<file path="src/rtl/reg_dest_scoreboard_if.sv">
// Issue-side bundle for reg_dest_scoreboard: decoded instruction fields in,
// destination select, stall, retiring write and stall counter out.
interface reg_dest_scoreboard_if #(
   parameter int CNT_W = 16
);
   logic             issue_valid;
   logic             reg_dst;
   logic             reg_write;
   logic             is_load;
   logic             uses_rs;
   logic             uses_rt;
   logic [4:0]       rs;
   logic [4:0]       rt;
   logic [4:0]       rd;
   logic             dest_sel;
   logic [4:0]       dest_reg;
   logic             stall;
   logic             wb_valid;
   logic [4:0]       wb_reg;
   logic [CNT_W-1:0] stall_count;

   modport master (
      output issue_valid, reg_dst, reg_write, is_load, uses_rs, uses_rt, rs, rt, rd,
      input  dest_sel, dest_reg, stall, wb_valid, wb_reg, stall_count
   );

   modport slave (
      input  issue_valid, reg_dst, reg_write, is_load, uses_rs, uses_rt, rs, rt, rd,
      output dest_sel, dest_reg, stall, wb_valid, wb_reg, stall_count
   );
endinterface

</file>
<file path="src/rtl/reg_dest_scoreboard.sv">
// Destination-register mux select, in-flight write tracking and RAW interlock.
// Define SCOREBOARD_FWD_EN when a forwarding unit exists (load-use stalls only).
module reg_dest_scoreboard #(
   parameter int DEPTH = 3,
   parameter int CNT_W = 16
) (
   input  logic                  clk,
   input  logic                  rst,
   reg_dest_scoreboard_if.slave  sb
);

`ifdef SCOREBOARD_FWD_EN
   localparam int N_CHK = 1;
`else
   localparam int N_CHK = DEPTH - 1;
`endif

   logic [DEPTH-1:0] stage_v_reg;
   logic [4:0]       stage_dst_reg [DEPTH];
   logic [N_CHK-1:0] match;
   logic [4:0]       dest;
   logic             hazard;
   logic             stall;
   logic             accept;
   logic             entry_v;
   logic [CNT_W-1:0] count_reg;

   assign dest        = sb.reg_dst ? sb.rd : sb.rt;
   assign sb.dest_sel = sb.reg_dst;
   assign sb.dest_reg = dest;

   // Only non-WB stages are compared: WB writes the file before ID reads it.
   generate
      for (genvar gi = 0; gi < N_CHK; gi++) begin : g_match
         assign match[gi] = stage_v_reg[gi] &&
                            ((sb.uses_rs && (sb.rs == stage_dst_reg[gi])) ||
                             (sb.uses_rt && (sb.rt == stage_dst_reg[gi])));
      end
   endgenerate

`ifdef SCOREBOARD_FWD_EN
   logic stage0_ld_reg;

   assign hazard = match[0] && stage0_ld_reg;

   always_ff @(posedge clk) begin
      if (rst) begin
         stage0_ld_reg <= 1'b0;
      end else begin
         stage0_ld_reg <= entry_v && sb.is_load;
      end
   end
`else
   assign hazard = |match;
`endif

   assign stall    = !rst && sb.issue_valid && hazard;
   assign accept   = sb.issue_valid && !stall;
   assign entry_v  = accept && sb.reg_write && (dest != 5'd0);
   assign sb.stall = stall;

   // Bubbles carry register 0 so the retiring register reads 0 when idle.
   always_ff @(posedge clk) begin
      if (rst) begin
         stage_v_reg <= '0;
         for (int i = 0; i < DEPTH; i++) begin
            stage_dst_reg[i] <= 5'd0;
         end
      end else begin
         stage_v_reg      <= {stage_v_reg[DEPTH-2:0], entry_v};
         stage_dst_reg[0] <= entry_v ? dest : 5'd0;
         for (int i = 1; i < DEPTH; i++) begin
            stage_dst_reg[i] <= stage_dst_reg[i-1];
         end
      end
   end

   assign sb.wb_valid = stage_v_reg[DEPTH-1];
   assign sb.wb_reg   = stage_dst_reg[DEPTH-1];

   always_ff @(posedge clk) begin
      if (rst) begin
         count_reg <= '0;
      end else if (stall && (count_reg != {CNT_W{1'b1}})) begin
         count_reg <= count_reg + 1'b1;
      end
   end

   assign sb.stall_count = count_reg;

endmodule

</file>
<file path="src/flat_wrapper.sv">
// flat-port wrapper written by rule: the top's interface ports become plain ports
module reg_dest_scoreboard_flat 
#(
   parameter int DEPTH = 3,
   parameter int CNT_W = 16
)
  (clk, rst, sb_issue_valid, sb_reg_dst, sb_reg_write, sb_is_load, sb_uses_rs, sb_uses_rt, sb_rs, sb_rt, sb_rd, sb_dest_sel, sb_dest_reg, sb_stall, sb_wb_valid, sb_wb_reg, sb_stall_count);
  reg_dest_scoreboard_if #(.CNT_W(CNT_W)) sb_i ();
  input  logic clk;
  input  logic rst;
  input wire logic [$bits(sb_i.issue_valid)-1:0] sb_issue_valid;
  input wire logic [$bits(sb_i.reg_dst)-1:0] sb_reg_dst;
  input wire logic [$bits(sb_i.reg_write)-1:0] sb_reg_write;
  input wire logic [$bits(sb_i.is_load)-1:0] sb_is_load;
  input wire logic [$bits(sb_i.uses_rs)-1:0] sb_uses_rs;
  input wire logic [$bits(sb_i.uses_rt)-1:0] sb_uses_rt;
  input wire logic [$bits(sb_i.rs)-1:0] sb_rs;
  input wire logic [$bits(sb_i.rt)-1:0] sb_rt;
  input wire logic [$bits(sb_i.rd)-1:0] sb_rd;
  output wire logic [$bits(sb_i.dest_sel)-1:0] sb_dest_sel;
  output wire logic [$bits(sb_i.dest_reg)-1:0] sb_dest_reg;
  output wire logic [$bits(sb_i.stall)-1:0] sb_stall;
  output wire logic [$bits(sb_i.wb_valid)-1:0] sb_wb_valid;
  output wire logic [$bits(sb_i.wb_reg)-1:0] sb_wb_reg;
  output wire logic [$bits(sb_i.stall_count)-1:0] sb_stall_count;
  assign sb_i.issue_valid = sb_issue_valid;
  assign sb_i.reg_dst = sb_reg_dst;
  assign sb_i.reg_write = sb_reg_write;
  assign sb_i.is_load = sb_is_load;
  assign sb_i.uses_rs = sb_uses_rs;
  assign sb_i.uses_rt = sb_uses_rt;
  assign sb_i.rs = sb_rs;
  assign sb_i.rt = sb_rt;
  assign sb_i.rd = sb_rd;
  assign sb_dest_sel = sb_i.dest_sel;
  assign sb_dest_reg = sb_i.dest_reg;
  assign sb_stall = sb_i.stall;
  assign sb_wb_valid = sb_i.wb_valid;
  assign sb_wb_reg = sb_i.wb_reg;
  assign sb_stall_count = sb_i.stall_count;
  reg_dest_scoreboard #(.DEPTH(DEPTH), .CNT_W(CNT_W)) u_core (.clk(clk), .rst(rst), .sb(sb_i));
endmodule
</file>
<file path="config.mk">
export PLATFORM = sky130hd
export DESIGN_NAME = reg_dest_scoreboard_flat
export DESIGN_NICKNAME = d
export VERILOG_FILES = /design/src/rtl/reg_dest_scoreboard_if.sv /design/src/rtl/reg_dest_scoreboard.sv /design/src/flat_wrapper.sv
export SDC_FILE = /design/constraint.sdc
export NUM_CORES = 1
export LEC_CHECK = 0
export CAP_MARGIN = 20
export CORE_MARGIN = 2
export CORE_UTILIZATION = 47
export DETAILED_ROUTE_END_ITERATION = 8
export MAX_ROUTING_LAYER = met4
export PLACE_DENSITY = 0.85
export SLEW_MARGIN = 30
export SYNTH_ARGS = -nofsm -noshare
export SYNTH_HDL_FRONTEND = slang
export SYNTH_SLANG_ARGS = --single-unit
</file>
<file path="constraint.sdc">
create_clock -name clk -period 2.5 [get_ports clk]
set_clock_uncertainty 0.15 [all_clocks]
set_input_delay 0.375 -clock clk [delete_from_list [all_inputs] [get_ports clk]]
set_output_delay 0.375 -clock clk [all_outputs]
set_load 0.02 [all_outputs]
</file>
==> impl_metrics.yaml <==
status:
  status: "finished, final reports clean"
worst_setup_path:
  crit_buf_inv: 5
  crit_chain: "clkdlybuf4s50_1, buf_4, xnor2_1, nand4_1, buf_4, a41oi_2, buf_4, buf_4"
  endpoint_kind: "primary output"
  max_stage_delay_ps: 510
  start_kind: "primary input"
  worst_path_max_delay_cell: "clkdlybuf4s50_1"
  crit_family: "buffers and inverters"
  required_ps: 1980
  cp.arrival_ps: 1920
  crit_type: "in2out"
  crit_fanout: 3
  path_common_cell: "buf_4"
placed_design:
  portBuffers: 50
  placed_area_mm2: 0.00238
  dp_hpwl_um: 3190
  gp_congestion: 0.904
cells_and_area:
  seq_area_um2: 681
  drive_above_1_share_pct: 17.9
  largest_register_ffs: 16
  fill_cells: 269
  fin_nets: 286
  final_cell_area_mm2: 0.00255
  area_growth_pct: 46.1
  multi_input_area_um2: 973
  utilization_pct: 70.8
  diodes: 0
timing:
  slew_viol_final: 0
  clock.fmax_mhz: 409
  max_slew_margin_pct: 65.7
  setup_violations: 0
  min_period_ps: 2450
  period_share_pct: 97.9
  hold_viol: 0
  worst_slew_pin_slew_ps: 514
floorplanning:
  fp.dieH_um: 65.0
  io_pins: 52
  std_cell_rows: 22
  core_area_mm2: 0.00361
  start_util_pct: 48.4
  die_area_mm2: 0.00422
  die_w_um: 65.0
detailed_routing:
  first_pass_iters: 4
  drtIter0Drc: 140
  drtAntennaViolNets: 0
  vias: 1703
  vias_per_cell: 5.48
  wl_um: 4810
  post_drt_wl_per_cell_um: 15.5
  drc: 0
clock_network:
  cts_tree: "done"
  clk_pin_slew_worst_paths_ps: 70
  clk-insertion-delay-late_ps: 280
  clock_sinks: 34
  clk_root_buffer_cell: "clkbuf_8"
  cts_buffers: 5
  clockBufferDepth: 2
  htree_num_levels: 2
worst_hold_path:
  hold_path_class: "reg2reg"
synth:
  synth.avg_cell_area_um2: 9.10
  synth-edff-count: 0
  syn-instance-count: 192
  syn_area_mm2: 0.00175
  synth_cell_types: 41
  synthArstFlopShare_pct: 0
  ys_warn_count: 0
  synth_seq_cells: 34
  synthFlopType: "dfxtp_1"
  syn_nets: 216
  ys_seq_area_share_pct: 39.0
global_route:
  antenna_found_initial: 0
  grt_pass1_wl_um: 7490
  grtUsageTotal_pct: 23.8
  grt_max_degree: 28
  grt_pass1_vias: 1567
  overflow: 0
pwr:
  power_leakage_nw: 0.980
  powerDensity_mw_per_mm2: 466
  worst_ir_drop_vdd_v: 0.000314
job:
  drv_cap: 0
repair_timing:
action,CTS,global route
hold buffers,0,0
pin swaps,7,5
endpoints found under the hold margin,0,0
gates resized for setup,11,8
buffers inserted,1,2
gates cloned,0,1
endpoints found under the setup margin,12,13
cells in the mapped netlist, types with 2 or more instances:
| master | number | area [µm²] |
|---|---|---|
| o21ai_1 | 3 | 15.0 |
| inv_1 | 4 | 15.0 |
| a41oi_1 | 3 | 26.3 |
| inv_2 | 2 | 7.51 |
| o31ai_1 | 9 | 67.6 |
| nor4_1 | 5 | 31.3 |
| a21oi_1 | 14 | 70.1 |
| nor2_1 | 8 | 30.0 |
| dfxtp_1 | 34 | 681 |
| mux2_1 | 3 | 33.8 |
| xor2_1 | 16 | 140 |
| clkbuf_1 | 2 | 7.51 |
| xnor2_1 | 4 | 35.0 |
| or4_1 | 8 | 60.1 |
| nor2b_1 | 15 | 93.8 |
| nand4_1 | 9 | 56.3 |
| nand2_1 | 13 | 48.8 |
| buf_4 | 7 | 52.6 |
| buf_6 | 2 | 22.5 |
| nor3_1 | 2 | 10.0 |
| mux2i_1 | 3 | 30.0 |
| nand3_1 | 7 | 35.0 |
report_power, final:
part	internal (mW)	total (mW)	switching, mW	leakage [nW]
Clock	0.293	0.495	0.202	0.0579
Sequential	0.548	0.554	0.00609	0.275
Combinational	0.0748	0.140	0.0656	0.647
Total	0.916	1.19	0.274	0.980
layer usage:
metal	vias to the layer above	track usage, %	share of wire [%]
met3	15	3.82	5.3
li1	835	-	-
met4	0	9.84	3.2
met2	65	37.2	48
met5	-	-	0
met1	788	30.6	43
cell families (layout without fill, tap and decap cells):
family / Yosys count / count (layout) / share of synthesized area (%)
multiplexers: 6 / 6 / 3.65
XOR/XNOR: 20 / 20 / 10.0
adder cells (fa/ha/maj): 1 / 1 / 0.716
flip-flops: 34 / 34 / 39.0
AND/OR/NAND/NOR: 77 / 78 / 25.6
AO/OA/AOI/OAI: 34 / 34 / 13.3
buffers and inverters: 20 / 90 / 7.74
path summary, 6_finish.rpt:
check / depth (start not counted) / startpoint / slack, ps / end
worst min-delay path: 1 / u_core.stage_v_reg[1] / 360 / u_core.stage_v_reg[2]
worst min register to register: 1 / u_core.stage_v_reg[1] / 360 / u_core.stage_v_reg[2]
worst max register to register: 7 / u_core.sb.stall_count[0] / 130 / u_core.sb.stall_count[11]
worst max-delay path: 8 / sb_rs[2] / 50 / sb_stall
final cells by class:
cell class | count | share of cell area [%]
clock inverters | 3 | 1.57
well taps | 48 | 2.35
inverters | 6 | 0.882
multi-input cells | 139 | 38.1
clock buffers | 5 | 2.70
flip-flops and latches | 34 | 26.7
repair buffers | 76 | 27.7
through the flow:
stage,TNS [ps],cells,hold slack [ps],setup WS [ps],power [mW]
2_1_floorplan,0,192,311,291,0.628
6_report,0,311,358,52.1,1.19
5_1_grt,-33.2,311,373,-22.4,1.23
4_1_cts,0,308,354,2.51,1.19
3_5_place_dp,-6100,299,345,-562,0.705
3_3_place_gp,-3640,299,334,-522,0.703
cell usage in the layout (no fill, tap or decap), types with 3 or more instances in the layout:
cell type,count
clkbuf_8,5
nand3_1,7
o31ai_1,9
buf_4,26
dfxtp_1,34
dlygate4sd2_1,5
xor2_1,16
or4_1,7
a21oi_1,12
mux2_1,3
clkdlybuf4s50_1,41
nor2b_1,15
nor4_1,4
dlymetal6s2s_1,3
nand4_1,9
xnor2_1,4
mux2i_1,3
nor2_1,8
o21ai_1,3
nand2_1,13
inv_1,4
Note: power is estimated with default switching activity, not from simulation.
